`config.mk`:
```
export PLATFORM = sky130hd
export DESIGN_NAME = sumador_serie_ctrl_flat
export DESIGN_NICKNAME = d
export VERILOG_FILES = /design/src/rtl/sumador_serie_ctrl_if.sv /design/src/rtl/sumador_serie_ctrl.sv /design/src/flat_wrapper.sv
export SDC_FILE = /design/constraint.sdc
export NUM_CORES = 1
export LEC_CHECK = 0
export ABC_AREA = 1
export BUFFER_PORTS_ARGS = -buffer_cell sky130_fd_sc_hd__clkbuf_2
export CAP_MARGIN = 10
export CORE_AREA = 2 2 82 84
export DETAILED_ROUTE_END_ITERATION = 12
export DIE_AREA = 0 0 84 86
export PLACE_DENSITY = 0.55
export SLEW_MARGIN = 20
export SYNTH_ARGS = -nofsm -noshare
export SYNTH_HDL_FRONTEND = slang
export SYNTH_SLANG_ARGS = --single-unit
```
`constraint.sdc`:
```
create_clock -name clk -period 2.4 [get_ports clk]
set_clock_uncertainty 0.2 [all_clocks]
set_input_delay 0.48 -clock clk [delete_from_list [all_inputs] [get_ports clk]]
set_output_delay 0.48 -clock clk [all_outputs]
set_load 0.05 [all_outputs]
```
`src/rtl/sumador_serie_ctrl_if.sv`:
```
// Handshake bundle for the bit-serial adder controller.
// The requester drives operands; the consumer takes the sum.
interface sumador_serie_ctrl_if #(
  parameter int unsigned WIDTH = 8
);
  logic             in_valid;
  logic             in_ready;
  logic [WIDTH-1:0] a;
  logic [WIDTH-1:0] b;
  logic             cin;
  logic             out_valid;
  logic             out_ready;
  logic [WIDTH-1:0] sum;
  logic             cout;
  logic             busy;

  modport master (
    output in_valid, a, b, cin, out_ready,
    input  in_ready, out_valid, sum, cout, busy
  );

  modport slave (
    input  in_valid, a, b, cin, out_ready,
    output in_ready, out_valid, sum, cout, busy
  );
endinterface

```
`src/rtl/sumador_serie_ctrl.sv`:
```
// Bit-serial adder controller: one full-adder cell sequenced LSB first over WIDTH cycles,
// carry kept in a register between bits, valid/ready handshakes on both sides.
module sumador_serie_ctrl #(
  parameter int unsigned WIDTH = 8
) (
  input logic                clk,
  input logic                rst,
  sumador_serie_ctrl_if.slave bus
);
  localparam int unsigned CW = $clog2(WIDTH + 1);

  typedef enum logic [1:0] {IDLE, RUN, DONE} state_t;

  state_t           state_q;
  logic [CW-1:0]    cnt_q;
  logic [WIDTH-1:0] a_sh_q, b_sh_q, sum_sh_q, sum_sh_d, sum_q;
  logic             c_q, c_d, s_bit;
  logic             cout_q, out_valid_q, in_ready_q, busy_q;

  always_comb begin
    s_bit              = a_sh_q[0] ^ b_sh_q[0] ^ c_q;
    c_d                = (a_sh_q[0] & b_sh_q[0]) | (b_sh_q[0] & c_q) | (a_sh_q[0] & c_q);
    sum_sh_d           = sum_sh_q >> 1;
    sum_sh_d[WIDTH-1]  = s_bit;
  end

  // sum/cout are captured from the final bit's next-state so they stay put during RUN
  always_ff @(posedge clk or posedge rst) begin
    if (rst) begin
      state_q     <= IDLE;
      cnt_q       <= '0;
      a_sh_q      <= '0;
      b_sh_q      <= '0;
      sum_sh_q    <= '0;
      sum_q       <= '0;
      c_q         <= 1'b0;
      cout_q      <= 1'b0;
      out_valid_q <= 1'b0;
      in_ready_q  <= 1'b1;
      busy_q      <= 1'b0;
    end else begin
      case (state_q)
        IDLE: begin
          if (bus.in_valid && in_ready_q) begin
            a_sh_q     <= bus.a;
            b_sh_q     <= bus.b;
            c_q        <= bus.cin;
            cnt_q      <= '0;
            state_q    <= RUN;
            in_ready_q <= 1'b0;
            busy_q     <= 1'b1;
          end
        end
        RUN: begin
          c_q      <= c_d;
          sum_sh_q <= sum_sh_d;
          a_sh_q   <= a_sh_q >> 1;
          b_sh_q   <= b_sh_q >> 1;
          cnt_q    <= cnt_q + CW'(1);
          if (cnt_q == CW'(WIDTH - 1)) begin
            state_q     <= DONE;
            sum_q       <= sum_sh_d;
            cout_q      <= c_d;
            out_valid_q <= 1'b1;
          end
        end
        DONE: begin
          if (bus.out_ready) begin
            state_q     <= IDLE;
            out_valid_q <= 1'b0;
            busy_q      <= 1'b0;
            in_ready_q  <= 1'b1;
          end
        end
        default: state_q <= IDLE;
      endcase
    end
  end

  assign bus.in_ready  = in_ready_q & ~rst;
  assign bus.out_valid = out_valid_q;
  assign bus.sum       = sum_q;
  assign bus.cout      = cout_q;
  assign bus.busy      = busy_q;
endmodule

```
`src/flat_wrapper.sv`:
```
// flat-port wrapper written by rule: the top's interface ports become plain ports
module sumador_serie_ctrl_flat 
#(
  parameter int unsigned WIDTH = 8
)
  (clk, rst, bus_in_valid, bus_a, bus_b, bus_cin, bus_out_ready, bus_in_ready, bus_out_valid, bus_sum, bus_cout, bus_busy);
  sumador_serie_ctrl_if #(.WIDTH(WIDTH)) bus_i ();
  input logic clk;
  input logic rst;
  input wire logic [$bits(bus_i.in_valid)-1:0] bus_in_valid;
  input wire logic [$bits(bus_i.a)-1:0] bus_a;
  input wire logic [$bits(bus_i.b)-1:0] bus_b;
  input wire logic [$bits(bus_i.cin)-1:0] bus_cin;
  input wire logic [$bits(bus_i.out_ready)-1:0] bus_out_ready;
  output wire logic [$bits(bus_i.in_ready)-1:0] bus_in_ready;
  output wire logic [$bits(bus_i.out_valid)-1:0] bus_out_valid;
  output wire logic [$bits(bus_i.sum)-1:0] bus_sum;
  output wire logic [$bits(bus_i.cout)-1:0] bus_cout;
  output wire logic [$bits(bus_i.busy)-1:0] bus_busy;
  assign bus_i.in_valid = bus_in_valid;
  assign bus_i.a = bus_a;
  assign bus_i.b = bus_b;
  assign bus_i.cin = bus_cin;
  assign bus_i.out_ready = bus_out_ready;
  assign bus_in_ready = bus_i.in_ready;
  assign bus_out_valid = bus_i.out_valid;
  assign bus_sum = bus_i.sum;
  assign bus_cout = bus_i.cout;
  assign bus_busy = bus_i.busy;
  sumador_serie_ctrl #(.WIDTH(WIDTH)) u_core (.clk(clk), .rst(rst), .bus(bus_i));
endmodule
```
==> run summary <==
PwrDens - 536 nW/um2
WL/cell - 11.8 um
Detail Placement HPWL - 2810 um
Cts hold-fix bufs - 0
RSZ-0062 raised after global routing - no
Post_cts resized - 0
CTS root buf - clkbuf_8
Via count - 1607
Critical Path Max Stage Delay - 0.55 ns
Post-route ant nets - 0
H-tree depth - 2
Maxcap violations - 0
Final setup viols - 0
Worst min-delay path class - primary input to async pin
Register area - 1050 um2
Pleak - 0.00123 uW
CORE AREA - 6280 um2
Clock tree buffer depth - 2
Final instance area - 2260 um2
Mapped Cells - 244
Top-count cell post-synth - nand2_1
Die ar. - 7220 um2
Nets@finish - 298
DIE WIDTH - 84 um
Pre-CTS setup slack - 0.522 ns
Post-CTS Setup Repair Bufs - 0
Top Ports - 33
Post-DP Area - 2170 um2
Post-synth net total - 267
Synth unique cells - 19
Dominant cell type by area after synthesis - dfrtp_1
Fin. max-slew vios - 0
Flop and latch count out of synthesis - 42
Initial antenna violation count - 0
CP max FO - 3
Synth warnings - 0
Synthesized area - 1980 um2
Most frequent cells after synthesis - 126 x nand2_1, 42 x nand3_1, 41 x dfrtp_1, 6 x buf_2, 5 x inv_1
Endpoint class of the critical path - primary output
Post-synthesis sequential area ratio - 53.2%
Crit path arrival time - 1.22 ns
Tcrit/Tclk final - 79.3%
Hold WS - 0.117 ns
# diodes - 0
Status - finished clean
Crit-path cells - inv_1 > nor2_1 > clkbuf_2
VDD IR max - 0.184 mV
CTS tree - yes
Drt total wl - 4160 um
GP Congestion - 0.738
Syn Area/Cell - 8.10 um2
TNS Setup - 0 ns
Fillers - 661
GRT Overall Usage - 12.5%
Final WS setup - 0.496 ns
Layout area overhead - 14.6%
Worst setup SP type - flop
GR Overflow Total - 0
I/O Buffers - 32
Post-synth ARST share - 100%
DRT Pass-1 Iters - 4
Post-synth EDFFs - 0
DRC marker count from the first detailed-route iteration - 110
Vias in the first global route - 1507
Max-slew headroom - 64.1%
F_max - 525 MHz
Setup CP Type - flop to primary output
Die Span Y - 86 um
Synth top area share - 51.9%
CP required - 1.72 ns
Largest net degree at the start of global routing - 43
Worst-path clk slew - 0.08 ns
Critical path's slowest cell - dfstp_2
Ys flop type - dfrtp_1
First-pass GRT wire length - 7160 um
Clk_lat worst skew - 0.29 ns
Hold Fails Final Rpt - 0
DRC Markers - 0
Area of the multi-input gates - 805 um2
CTS Buf Count - 5
Row cnt - 29
Starting Density - 31.5%
Worst-margin pin slew - 0.538 ns
Clock sinks - 42
Crit path buffers/inverters - 2
Share of cells above drive strength 1 - 19.2%
Average vias per placed instance - 4.55
Final min period - 1.90 ns
Synth area leaders - dfrtp_1 52%, nand2_1 24%, nand3_1 11%, buf_6 2.3%, buf_2 1.5%
Crit-path leading delay family - flip-flops
logic make-up (layout without fill, tap and decap cells):
group                      count (synthesis)  in the layout  share of synthesized area (%)
DFF                                       42             42                           53.2
AOI/OAI and AO/OA                          2              2                          0.633
buffers and inverters                     19             51                           6.08
adders and majority gates                  2              2                           1.65
and+or+nand+nor                          179            179                           38.4
final timing paths:
check / slack, ns / start / to / depth (start not counted)
max in group asynchronous: 1.52 / rst / u_core.b_sh_q[2]$_DFFE_PP0P_ / 3
max reg2reg: 0.53 / u_core.state_q[1]$_DFFE_PP0P_ / u_core.bus.sum[3]$_DFFE_PP0P_ / 6
min in group clk: 0.19 / bus_out_ready / u_core.state_q[1]$_DFFE_PP0P_ / 2
min reg2reg: 0.27 / u_core.in_ready_q$_DFFE_PP1P_ / u_core.in_ready_q$_DFFE_PP1P_ / 2
min: 0.12 / rst / u_core.state_q[1]$_DFFE_PP0P_ / 3
max: 0.50 / u_core.in_ready_q$_DFFE_PP1P_ / bus_in_ready / 3
worst register-to-register path: cells and delay by family, from the launching register on:
kind                   cells  cell delay [ns]
buffers and inverters      2             0.40
AND/OR/NAND/NOR            4             0.72
flip-flops                 1             0.42
stage by stage:
stage,std cells,utilization (%),total power (uW)
final,353,36.1,1210
after global routing,353,36.1,1270
after CTS,353,36.1,1240
after detailed placement,345,34.6,765
after global placement,345,34.6,766
after floorplan,244,-,741
routing by layer:
metal  part of all wire, %  track usage [%]  routed length [um]
met1                    50             16.7                2060
met2                    45             19.3                1860
met3                   3.9             3.46                 163
met4                   1.8             5.28                  75
met5                     0                0                   0
area by class of cell:
cell class              count  share of cell area (%)
clock buffers               7                    3.81
clock inverters             1                   0.221
inverters                   6                   0.994
multi-input cells         183                    35.5
flip-flops and latches     42                    46.5
well taps                  77                    4.25
repair buffers             37                    8.73
cells in the final DEF, fill, tap and decap left out:
master and count:
inv_2 1, dfstp_2 1, or2_2 2, nor2_1 3, clkbuf_2 32, inv_1 5, clkinv_2 1, buf_4 5
nor2_4 2, nand2_1 126, ha_1 1, nand4_1 1, dfrtp_1 41, fa_1 1, clkbuf_8 6, o31ai_1 1
nand2_4 1, clkbuf_1 1, nand2_2 2, nand3_1 42, o21ai_0 1
power by group:
part	internal (uW)	switching, uW	total, uW
clock network	232	233	465
registers	707	0	707
logic	17.4	25.6	43.0
sequential cells by signal, indices dropped and copies added (netlist names):
register	cells
u_core.bus.busy	1
u_core.bus.out_valid	1
u_core.state_q	2
u_core.bus.sum	8
u_core.c_q	1
u_core.b_sh_q	8
u_core.cnt_q	4
u_core.a_sh_q	8
u_core.in_ready_q	1
u_core.bus.cout	1
u_core.sum_sh_q	7
Power figures use the tool's default switching activity.
